[src/rtl/hilo_muldiv_if.sv]
// Handshake and result bundle between the EX stage and the HI/LO multiply/divide sequencer.
//   master : EX-stage side, drives flush/hold/start/op/operands and receives stall, status and results
//   slave  : sequencer side
// Signals:
//   flush_i          cancel any operation in flight
//   hold_i           downstream stall, result must be held
//   start_i          issue an operation this cycle
//   op_i             00 MULT, 01 MULTU, 10 DIV, 11 DIVU
//   operand_a_i      rs (multiplicand / dividend)
//   operand_b_i      rt (multiplier / divisor)
//   stall_o          pipeline stall request
//   busy_o           sequencer not idle
//   done_o           result valid on hi_o/lo_o
//   hilo_write_en_o  one-cycle HI/LO write strobe
//   hi_o, lo_o       HI/LO results
interface hilo_muldiv_if #(
  parameter int DATA_WIDTH = 32
);
  logic                  flush_i;
  logic                  hold_i;
  logic                  start_i;
  logic [1:0]            op_i;
  logic [DATA_WIDTH-1:0] operand_a_i;
  logic [DATA_WIDTH-1:0] operand_b_i;
  logic                  stall_o;
  logic                  busy_o;
  logic                  done_o;
  logic                  hilo_write_en_o;
  logic [DATA_WIDTH-1:0] hi_o;
  logic [DATA_WIDTH-1:0] lo_o;

  modport master (
    output flush_i, hold_i, start_i, op_i, operand_a_i, operand_b_i,
    input  stall_o, busy_o, done_o, hilo_write_en_o, hi_o, lo_o
  );

  modport slave (
    input  flush_i, hold_i, start_i, op_i, operand_a_i, operand_b_i,
    output stall_o, busy_o, done_o, hilo_write_en_o, hi_o, lo_o
  );
endinterface

[src/rtl/hilo_muldiv_ctrl.sv]
// Multi-cycle multiply/divide sequencer producing HI/LO for MULT, MULTU, DIV, DIVU.
// One operation at a time; the pipeline is stalled while iterating, and a single
// HI/LO write strobe is issued per completed operation.
// Iterative shift-add multiplier and radix-2 restoring divider share one 2*DATA_WIDTH
// working register. Signed operations run on magnitudes; signs are fixed on entry to DONE.
// Ports:
//   clk  rising-edge clock
//   rst  synchronous active-high reset
//   bus  hilo_muldiv_if.slave (operation request, stall/status, HI/LO result)
// Build option:
//   HILO_MULDIV_FAST_MUL_EN  defined: MULT/MULTU use a single-cycle multiplier and go
//                            straight to DONE; no MUL state. Undefined: iterative multiplier.
module hilo_muldiv_ctrl #(
  parameter int DATA_WIDTH = 32,
  parameter int ITER_CNT_W = 6
) (
  input logic            clk,
  input logic            rst,
  hilo_muldiv_if.slave   bus
);

  localparam int W = DATA_WIDTH;
  localparam logic [ITER_CNT_W-1:0] CNT_LAST = ITER_CNT_W'(DATA_WIDTH);

`ifdef HILO_MULDIV_FAST_MUL_EN
  typedef enum logic [1:0] {S_IDLE = 2'd0, S_DIV = 2'd2, S_DONE = 2'd3} state_t;
`else
  typedef enum logic [1:0] {S_IDLE = 2'd0, S_MUL = 2'd1, S_DIV = 2'd2, S_DONE = 2'd3} state_t;
`endif

  function automatic logic [W-1:0] neg_sw(input logic [W-1:0] v, input logic n);
    return n ? -v : v;
  endfunction

  function automatic logic [2*W-1:0] neg_dw(input logic [2*W-1:0] v, input logic n);
    return n ? -v : v;
  endfunction

  state_t                state, state_n;
  logic [ITER_CNT_W-1:0] cnt, cnt_n;
  logic [2*W-1:0]        acc, acc_n;
  logic [W-1:0]          opnd, opnd_n;
  logic                  neg_q, neg_q_n;
  logic                  neg_r, neg_r_n;
  logic [W-1:0]          hi_q, hi_n, lo_q, lo_n;

  logic                  start_ok, launch, is_signed, iterating;
  logic                  neg_q_in, neg_r_in;
  logic [W-1:0]          mag_a, mag_b;
  logic [ITER_CNT_W-1:0] cnt_inc;
  logic [W:0]            rem_sh;
  logic                  rem_ge;
  logic [W-1:0]          rem_new;
  logic [2*W-1:0]        acc_div;

  assign start_ok  = bus.start_i & ~bus.flush_i;
  assign is_signed = ~bus.op_i[0];
  assign neg_q_in  = is_signed & (bus.operand_a_i[W-1] ^ bus.operand_b_i[W-1]);
  assign neg_r_in  = is_signed & bus.operand_a_i[W-1];
  assign mag_a     = neg_sw(bus.operand_a_i, neg_r_in);
  assign mag_b     = neg_sw(bus.operand_b_i, is_signed & bus.operand_b_i[W-1]);
  assign cnt_inc   = cnt + 1'b1;

  // Restoring divide step: acc = {partial remainder, dividend/quotient shift}
  assign rem_sh  = acc[2*W-1:W-1];
  assign rem_ge  = rem_sh >= {1'b0, opnd};
  assign rem_new = rem_ge ? W'(rem_sh - {1'b0, opnd}) : rem_sh[W-1:0];
  assign acc_div = {rem_new, acc[W-2:0], rem_ge};

`ifdef HILO_MULDIV_FAST_MUL_EN
  logic [2*W-1:0] prod;
  assign prod      = (2*W)'(mag_a) * (2*W)'(mag_b);
  assign iterating = (state == S_DIV);
`else
  // Shift-add multiply step: acc = {partial product high, multiplier bits still to consume}
  logic [W:0]     mul_sum;
  logic [2*W-1:0] acc_mul;
  assign mul_sum   = {1'b0, acc[2*W-1:W]} + (acc[0] ? {1'b0, opnd} : '0);
  assign acc_mul   = {mul_sum, acc[W-1:1]};
  assign iterating = (state == S_DIV) | (state == S_MUL);
`endif

  always_comb begin
    state_n = state;
    cnt_n   = cnt;
    acc_n   = acc;
    opnd_n  = opnd;
    neg_q_n = neg_q;
    neg_r_n = neg_r;
    hi_n    = hi_q;
    lo_n    = lo_q;
    launch  = 1'b0;

    case (state)
      S_IDLE: launch = 1'b1;
`ifndef HILO_MULDIV_FAST_MUL_EN
      S_MUL: begin
        acc_n = acc_mul;
        cnt_n = cnt_inc;
        if (cnt_inc == CNT_LAST) begin
          {hi_n, lo_n} = neg_dw(acc_mul, neg_q);
          state_n      = S_DONE;
        end
      end
`endif
      S_DIV: begin
        acc_n = acc_div;
        cnt_n = cnt_inc;
        if (cnt_inc == CNT_LAST) begin
          hi_n    = neg_sw(acc_div[2*W-1:W], neg_r);
          lo_n    = neg_sw(acc_div[W-1:0], neg_q);
          state_n = S_DONE;
        end
      end
      S_DONE: begin
        // Result is held while downstream stalls; a start is only taken once it is written.
        if (!bus.hold_i) begin
          state_n = S_IDLE;
          launch  = 1'b1;
        end
      end
      default: state_n = S_IDLE;
    endcase

    if (launch && start_ok) begin
      cnt_n = '0;
      if (!bus.op_i[1]) begin
`ifdef HILO_MULDIV_FAST_MUL_EN
        {hi_n, lo_n} = neg_dw(prod, neg_q_in);
        state_n      = S_DONE;
`else
        acc_n   = {{W{1'b0}}, mag_b};
        opnd_n  = mag_a;
        neg_q_n = neg_q_in;
        state_n = S_MUL;
`endif
      end else if (bus.operand_b_i == '0) begin
        // Divide by zero: no trap, dividend passes through to HI, LO all ones.
        hi_n    = bus.operand_a_i;
        lo_n    = '1;
        state_n = S_DONE;
      end else begin
        acc_n   = {{W{1'b0}}, mag_a};
        opnd_n  = mag_b;
        neg_q_n = neg_q_in;
        neg_r_n = neg_r_in;
        state_n = S_DIV;
      end
    end

    if (bus.flush_i) begin
      state_n = S_IDLE;
      cnt_n   = '0;
    end
  end

  always_ff @(posedge clk) begin
    if (rst) begin
      state <= S_IDLE;
      cnt   <= '0;
      acc   <= '0;
      opnd  <= '0;
      neg_q <= 1'b0;
      neg_r <= 1'b0;
      hi_q  <= '0;
      lo_q  <= '0;
    end else begin
      state <= state_n;
      cnt   <= cnt_n;
      acc   <= acc_n;
      opnd  <= opnd_n;
      neg_q <= neg_q_n;
      neg_r <= neg_r_n;
      hi_q  <= hi_n;
      lo_q  <= lo_n;
    end
  end

  assign bus.stall_o         = iterating | (((state == S_IDLE) | (state == S_DONE)) & start_ok);
  assign bus.busy_o          = (state != S_IDLE);
  assign bus.done_o          = (state == S_DONE);
  assign bus.hilo_write_en_o = (state == S_DONE) & ~bus.hold_i & ~bus.flush_i;
  assign bus.hi_o            = hi_q;
  assign bus.lo_o            = lo_q;

endmodule

[src/flat_wrapper.sv]
// flat-port wrapper written by rule: the top's interface ports become plain ports
module hilo_muldiv_ctrl_flat 
#(
  parameter int DATA_WIDTH = 32,
  parameter int ITER_CNT_W = 6
)
  (clk, rst, bus_flush_i, bus_hold_i, bus_start_i, bus_op_i, bus_operand_a_i, bus_operand_b_i, bus_stall_o, bus_busy_o, bus_done_o, bus_hilo_write_en_o, bus_hi_o, bus_lo_o);
  hilo_muldiv_if #(.DATA_WIDTH(DATA_WIDTH)) bus_i ();
  input logic clk;
  input logic rst;
  input wire logic [$bits(bus_i.flush_i)-1:0] bus_flush_i;
  input wire logic [$bits(bus_i.hold_i)-1:0] bus_hold_i;
  input wire logic [$bits(bus_i.start_i)-1:0] bus_start_i;
  input wire logic [$bits(bus_i.op_i)-1:0] bus_op_i;
  input wire logic [$bits(bus_i.operand_a_i)-1:0] bus_operand_a_i;
  input wire logic [$bits(bus_i.operand_b_i)-1:0] bus_operand_b_i;
  output wire logic [$bits(bus_i.stall_o)-1:0] bus_stall_o;
  output wire logic [$bits(bus_i.busy_o)-1:0] bus_busy_o;
  output wire logic [$bits(bus_i.done_o)-1:0] bus_done_o;
  output wire logic [$bits(bus_i.hilo_write_en_o)-1:0] bus_hilo_write_en_o;
  output wire logic [$bits(bus_i.hi_o)-1:0] bus_hi_o;
  output wire logic [$bits(bus_i.lo_o)-1:0] bus_lo_o;
  assign bus_i.flush_i = bus_flush_i;
  assign bus_i.hold_i = bus_hold_i;
  assign bus_i.start_i = bus_start_i;
  assign bus_i.op_i = bus_op_i;
  assign bus_i.operand_a_i = bus_operand_a_i;
  assign bus_i.operand_b_i = bus_operand_b_i;
  assign bus_stall_o = bus_i.stall_o;
  assign bus_busy_o = bus_i.busy_o;
  assign bus_done_o = bus_i.done_o;
  assign bus_hilo_write_en_o = bus_i.hilo_write_en_o;
  assign bus_hi_o = bus_i.hi_o;
  assign bus_lo_o = bus_i.lo_o;
  hilo_muldiv_ctrl #(.DATA_WIDTH(DATA_WIDTH), .ITER_CNT_W(ITER_CNT_W)) u_core (.clk(clk), .rst(rst), .bus(bus_i));
endmodule
[config.mk]
export PLATFORM = sky130hd
export DESIGN_NAME = hilo_muldiv_ctrl_flat
export DESIGN_NICKNAME = d
export VERILOG_FILES = /design/src/rtl/hilo_muldiv_if.sv /design/src/rtl/hilo_muldiv_ctrl.sv /design/src/flat_wrapper.sv
export SDC_FILE = /design/constraint.sdc
export NUM_CORES = 1
export LEC_CHECK = 0
export CORE_ASPECT_RATIO = 1.5
export CORE_MARGIN = 10
export CORE_UTILIZATION = 50
export CTS_CLUSTER_SIZE = 20
export DETAILED_ROUTE_END_ITERATION = 10
export GPL_ROUTABILITY_DRIVEN = 0
export MAX_ROUTING_LAYER = met4
export PLACE_DENSITY = 0.68
export SETUP_SLACK_MARGIN = 0.1
export SYNTH_ARGS = -nofsm -noshare
export SYNTH_HDL_FRONTEND = slang
export SYNTH_SLANG_ARGS = --single-unit
[constraint.sdc]
create_clock -name clk -period 12.8 [get_ports clk]
set_input_delay 1.28 -clock clk [delete_from_list [all_inputs] [get_ports clk]]
set_output_delay 1.28 -clock clk [all_outputs]
set_load 0.03 [all_outputs]
Word-level counts from Yosys, hierarchy flattened
Cells that the tools add are included.
- bitwise operators: 15
- order comparisons: 1
- reduce and logical (&&, ||, !) cells: 11
- $mul: 0
- shifts and indexed selects: 0
- mux-type cells: 35
- add/subtract/negate cells: 8
- eq/ne operators: 7
- div/mod/pow operators: 0
- operator list (kind ; count):
    2-to-1 mux 32 bit ; 18
    2-to-1 mux 64 bit ; 4
    negation 32 bit ; 4
    one-hot mux 32 bit (2 select lines) ; 2
    one-hot mux 64 bit (2 select lines) ; 1
    negation 64 bit ; 1
    adder 32 x 32 -> 33 bit ; 1
    >= comparator 33 x 32 -> 1 bit ; 1
    zero test 32 bit ; 1
    subtractor 32 bit ; 1
    2-to-1 mux 2 bit ; 4
    AND 1 bit ; 7
    adder 6 x 1 -> 6 bit (second input constant) ; 1
    == test 6 bit (second input constant) ; 1
    AND reduction 3 bit ; 2
    == test 2 bit (second input constant) ; 2
    2-to-1 mux 1 bit ; 4
    inverter 1 bit ; 4
    one-hot mux 2 bit (2 select lines) ; 1
    OR reduction 2 bit ; 2
    != test 3 x 1 -> 1 bit (second input constant) ; 1
    != test 3 x 2 -> 1 bit (second input constant) ; 1
    bitwise OR 1 bit ; 3
    nonzero test 3 bit ; 1
    9 further kinds ; 9
- flip-flop bits (word level): 170
- bits in latches: 0
- bits in writable memories: 0
- output and inout port bits: 68
- memories: 0
- logic and storage cells: 85
- bits of input ports: 71
- bits in read-only memories: 0

Logic depth before layout (Yosys ltp)
- word-level depth: 9
- gate-level depth with buffers: 26
- depth with buffers taken out: 22

Least setup slack after synthesis
No wires, ideal clock.
- path kind: register to register
- start: register u_core.opnd[20]
- end: register u_core.hi_q[26] (netlist: u_core.bus.hi_o[26])
- path slack: 7402 ps
- buffers on the path: 5
- library setup time: 103 ps
- period minus slack after synthesis: 5398 ps
- required time: 12697 ps
- stages on the path, launching flop included: 26
- arrival: 5295 ps
- cells stage by stage: dfxtp_1 inv_1 ha_1 buf_2 nand4_1 or3_1 nor3_1 o31ai_4 nand2_2 buf_6 buf_2 buf_1 buf_1 a21oi_1 inv_1 ha_1 inv_1 nor3_1 nand3b_1 o32ai_1 o21ai_0 or4b_1 o31ai_1 xor2_1 nand2_1 a2111oi_2
- cells in the longest elaborated chain, start to end: 9
- elaborated cells on any way between the ends: 15
- those cells by class: add/sub (4); order compare (1); mux (10)
- RTL lines (item ; line ; RTL):
    start: declaration ; hilo_muldiv_ctrl.sv:42 ; logic [W-1:0] opnd, opnd_n;
    start signal: assignment ; hilo_muldiv_ctrl.sv:171 ; opnd <= opnd_n;
    2-to-1 mux 32 bit (tied with other cells) ; hilo_muldiv_ctrl.sv:78 ; assign mul_sum = {1'b0, acc[2*W-1:W]} + (acc[0] ? {1'b0, opnd} : '0);
    adder 32 x 32 -> 33 bit / 2-to-1 mux 32 bit (equally long branches) ; hilo_muldiv_ctrl.sv:78, hilo_muldiv_ctrl.sv:67 ;
    negation 64 bit / negation 32 bit (equally long branches) ; hilo_muldiv_ctrl.sv:36, hilo_muldiv_ctrl.sv:32 ;
    2-to-1 mux 64 bit / 2-to-1 mux 32 bit (equally long branches) ; hilo_muldiv_ctrl.sv:36, hilo_muldiv_ctrl.sv:32 ;
    2-to-1 mux 32 bit (on tied branches) ; hilo_muldiv_ctrl.sv:100, hilo_muldiv_ctrl.sv:109 ;
    one-hot mux 32 bit (2 select lines) * ; hilo_muldiv_ctrl.sv:94 ; case (state)
    2-to-1 mux 32 bit ; hilo_muldiv_ctrl.sv:137 ; end else if (bus.operand_b_i == '0) begin
    2-to-1 mux 32 bit ; hilo_muldiv_ctrl.sv:127 ; if (!bus.op_i[1]) begin
    2-to-1 mux 32 bit * ; hilo_muldiv_ctrl.sv:125 ; if (launch && start_ok) begin
    end signal: assignment ; hilo_muldiv_ctrl.sv:174 ; hi_q <= hi_n;
    end: declaration ; hilo_muldiv_ctrl.sv:45 ; logic [W-1:0] hi_q, hi_n, lo_q, lo_n;
Mark *: on every way between the ends. The rest lies on a longest branch, timed or not.
A chain may end at the register's enable or synchronous reset.

Worst setup path in the final report
- start: register u_core.opnd[22]
- end: register u_core.hi_q[26] (netlist: u_core.bus.hi_o[26])
The elaborated chain is that of the path after synthesis.

==> impl_metrics.ini <==
[setup_path]
worst-path-buf-inv = 4
timing.rr.start = u_core.opnd[22]
cp_cell_sequence = inv_1 > ha_1 > nand4_1 > or3_1 > nor3_1 > o31ai_4 > nand2_2 > buf_4 > a21oi_1 > inv_1 > ha_1 > inv_1 > nor3_1 > nand3b_1 > o32ai_1 > o21ai_0 > or4b_1 > o31ai_1 > xor2_1 > nand2_1 > a2111oi_2
crit_arrival_ns = 6.60
crit_type = reg2reg
cp_common_cell = inv_1
cp-end-kind = register
cp_max_fo = 48
cp_top_family = simple AND/OR/NAND/NOR gates
critical-path-max-stage-delay_ns = 0.68
cp_data_required_time_ns = 13.16
start_kind = register
critPathLaunch = u_core.opnd[22]
cp_slowest_cell = or4b_1

[clock_tree]
post_cts_buffers = 0
root_buffer = clkbuf_16
clk_path_buf_depth = 2
clock_sinks = 170
h-tree-depth = 4
clock_latency_ns = 0.47
cts.repair.resized = 0
postCtsHoldBufs = 0
cts_buffers = 17
cts_tree = yes
clkSlewWorstSetupHoldPaths_ns = 0.07

[final_layout]
layout-drive-gt1-share = 0.04664
syn2layout_area_growth_pct = 11.69
nNetsFinal = 2559
fin_cells = 2844
num-fill-cells = 3233

[yosys]
synth_ff_type = dfxtp_1
synth_top_cell_by_area = dfxtp_1
syn_inst = 2433
synth_edf_count = 0
avgSynthCellArea_um2 = 6.996
ys_top_cells_by_area = dfxtp_1, xnor2_1, nor2_1
netlist_area_um2 = 17020
synth_top_area_frac = 0.1999
synth_warnings = 0
yosysSeqAreaShare = 0.1999
synthesis.nets = 2581
synth_cell_type_count = 94
synth-seq-cells = 170
async_flop_share = 0

[power]
ir_drop_mv = 0.1117
power_density_nw_per_um2 = 145.6
p_total_w = 0.002767
total_leakage_power_nw = 6.848

[timing]
fin_ws_ns = 6.557
setup_tns_ns = 0
setup_viol = 0
drv_slew = 0
hold_violations = 0
slew_headroom = 0.1827
clock_skew_ns = 0.006866
period_needed_ns = 6.243
max_freq_mhz = 160.2
finalCritPeriodShare = 0.4878
holdWs_ns = 0.4509
rsz0062_at_grt = false
tightest_slew_ns = 1.224

[floorplanning]
die_x_um = 170.7
coreArea_um2 = 33550
rows = 82
ioPinCount = 139
die_area_um2 = 41970
die-height_um = 246.0
start_util = 0.5073

[placed_design]
dp.cells = 2812
place_ws_ns = 6.842
port_buffers = 138
dp_hpwl_um = 51810

[grt]
grt_max_degree = 89
grt_pass1_vias = 18330
grt_pass1_wl_um = 106100
antenna_found_initial = 1
grt_overflow = 0
grt_util_all_layers = 0.3314

[route]
via_per_inst = 6.836
drc_errors = 0
final_antenna_net_count = 0
firstDrtPassIters = 8
via_count = 19440
wl_per_cell_um = 24.54
drt_iter0_markers = 2243
wl_um = 69810

[worst_hold_path]
min-delay-start = u_core.opnd[8]
hold_path_class = reg2reg

[run_status]
status = complete, no violations

[flow_run]
maxCapViolCount = 0
-- per-layer routing --
layer	vias to the layer above	track usage	part of all wire
li1	8878	-	-
met1	9140	0.3742	0.37
met2	1122	0.5361	0.47
met3	302	0.05026	0.086
met4	0	0.2142	0.072
met5	-	-	0
-- cell families (layout without fill, tap and decap cells) --
kind of cell             Yosys count  in the layout  share of synthesized area
XOR/XNOR                         222            222                     0.1142
multiplexers                      17             17                    0.01014
flip-flops                       170            170                     0.1999
AO/OA/AOI/OAI                    824            824                     0.3229
adder cells (fa/ha/maj)           77             77                    0.05748
other                              0              1                          0
buffers and inverters            270            260                    0.06167
AND/OR/NAND/NOR                  853            853                     0.2336
-- cells in the mapped netlist (all sizes together), types with 31 or more instances --
cell type and count:
nor2 298, a21oi 194, o211ai 51, xnor2 156, o31ai 50, inv 67
a211oi 36, or3 31, clkbuf 168, buf 35, a221oi 66, dfxtp 170
a21o 32, ha 75, xor2 66, nor3 71, o21ai 197, nand2 240
nand3 55
-- final timing paths --
path / end / slack (ns) / cells past startpoint
worst max-delay path: u_core.bus.hi_o[26] / 6.56 / 21
worst min-delay path: u_core.opnd[8] / 0.45 / 2
worst max register to register: u_core.bus.hi_o[26] / 6.56 / 21
worst min register to register: u_core.opnd[8] / 0.45 / 2
-- worst register-to-register path, stage by stage (launching register included) --
cell and delay, ns:
dfxtp_1 0.34, inv_1 0.06, ha_1 0.49, nand4_1 0.22, or3_1 0.37, nor3_1 0.36
o31ai_4 0.21, nand2_2 0.13, buf_4 0.53, a21oi_1 0.24, inv_1 0.10, ha_1 0.16
inv_1 0.07, nor3_1 0.42, nand3b_1 0.17, o32ai_1 0.38, o21ai_0 0.33, or4b_1 0.68
o31ai_1 0.30, xor2_1 0.18, nand2_1 0.08, a2111oi_2 0.32
-- metrics by stage --
step	cell area, µm²	utilization
final	19010	0.5666
after global routing	19010	0.5666
after CTS	19010	0.5666
after detailed placement	18370	0.5476
after global placement	18370	0.5476
after floorplan	17020	-
-- cell type report --
cell class | instances | area (µm²) | share of cell area
flip-flops and latches | 170 | 3405 | 0.1791
multi-input cells | 1993 | 12630 | 0.6645
well taps | 420 | 525.5 | 0.02764
clock inverters | 10 | 166.4 | 0.008753
clock buffers | 21 | 470.5 | 0.02475
inverters | 67 | 251.5 | 0.01323
repair buffers | 162 | 1556 | 0.08187
diodes | 1 | 2.502 | 0.0001316
-- power breakdown --
group / switching, W / leakage [nW] / internal (W)
clock: 0.000244 / 0.305 / 0.000342
combinational: 0.00101 / 5.16 / 0.000529
sequential: 0.0000814 / 1.38 / 0.000565
-- flip-flops by register name (all words and copies together), names as in the netlist --
signal / cells
u_core.bus.hi_o: 32
u_core.state: 2
u_core.neg_r: 1
u_core.cnt: 6
u_core.opnd: 32
u_core.acc: 64
u_core.neg_q: 1
u_core.bus.lo_o: 32
-- layout by cell type (no fill, tap or decap), drive strengths merged, types with 12 or more instances in the layout --
master / count
nor2: 298
nand2: 240
o21ai: 197
a21oi: 194
dfxtp: 170
xnor2: 156
clkdlybuf4s50: 136
ha: 75
nor3: 71
inv: 67
xor2: 66
a221oi: 66
nand3: 55
o211ai: 51
o31ai: 50
a211oi: 36
a21o: 32
or3: 31
a31oi: 28
buf: 26
nand4: 26
o41ai: 21
clkbuf: 21
nand2b: 19
o21a: 17
o32ai: 17
a22oi: 16
and2: 16
nor4: 16
or4: 15
mux2i: 15
a311oi: 14
and3: 12
or2: 12
Power figures use the tool's default switching activity.
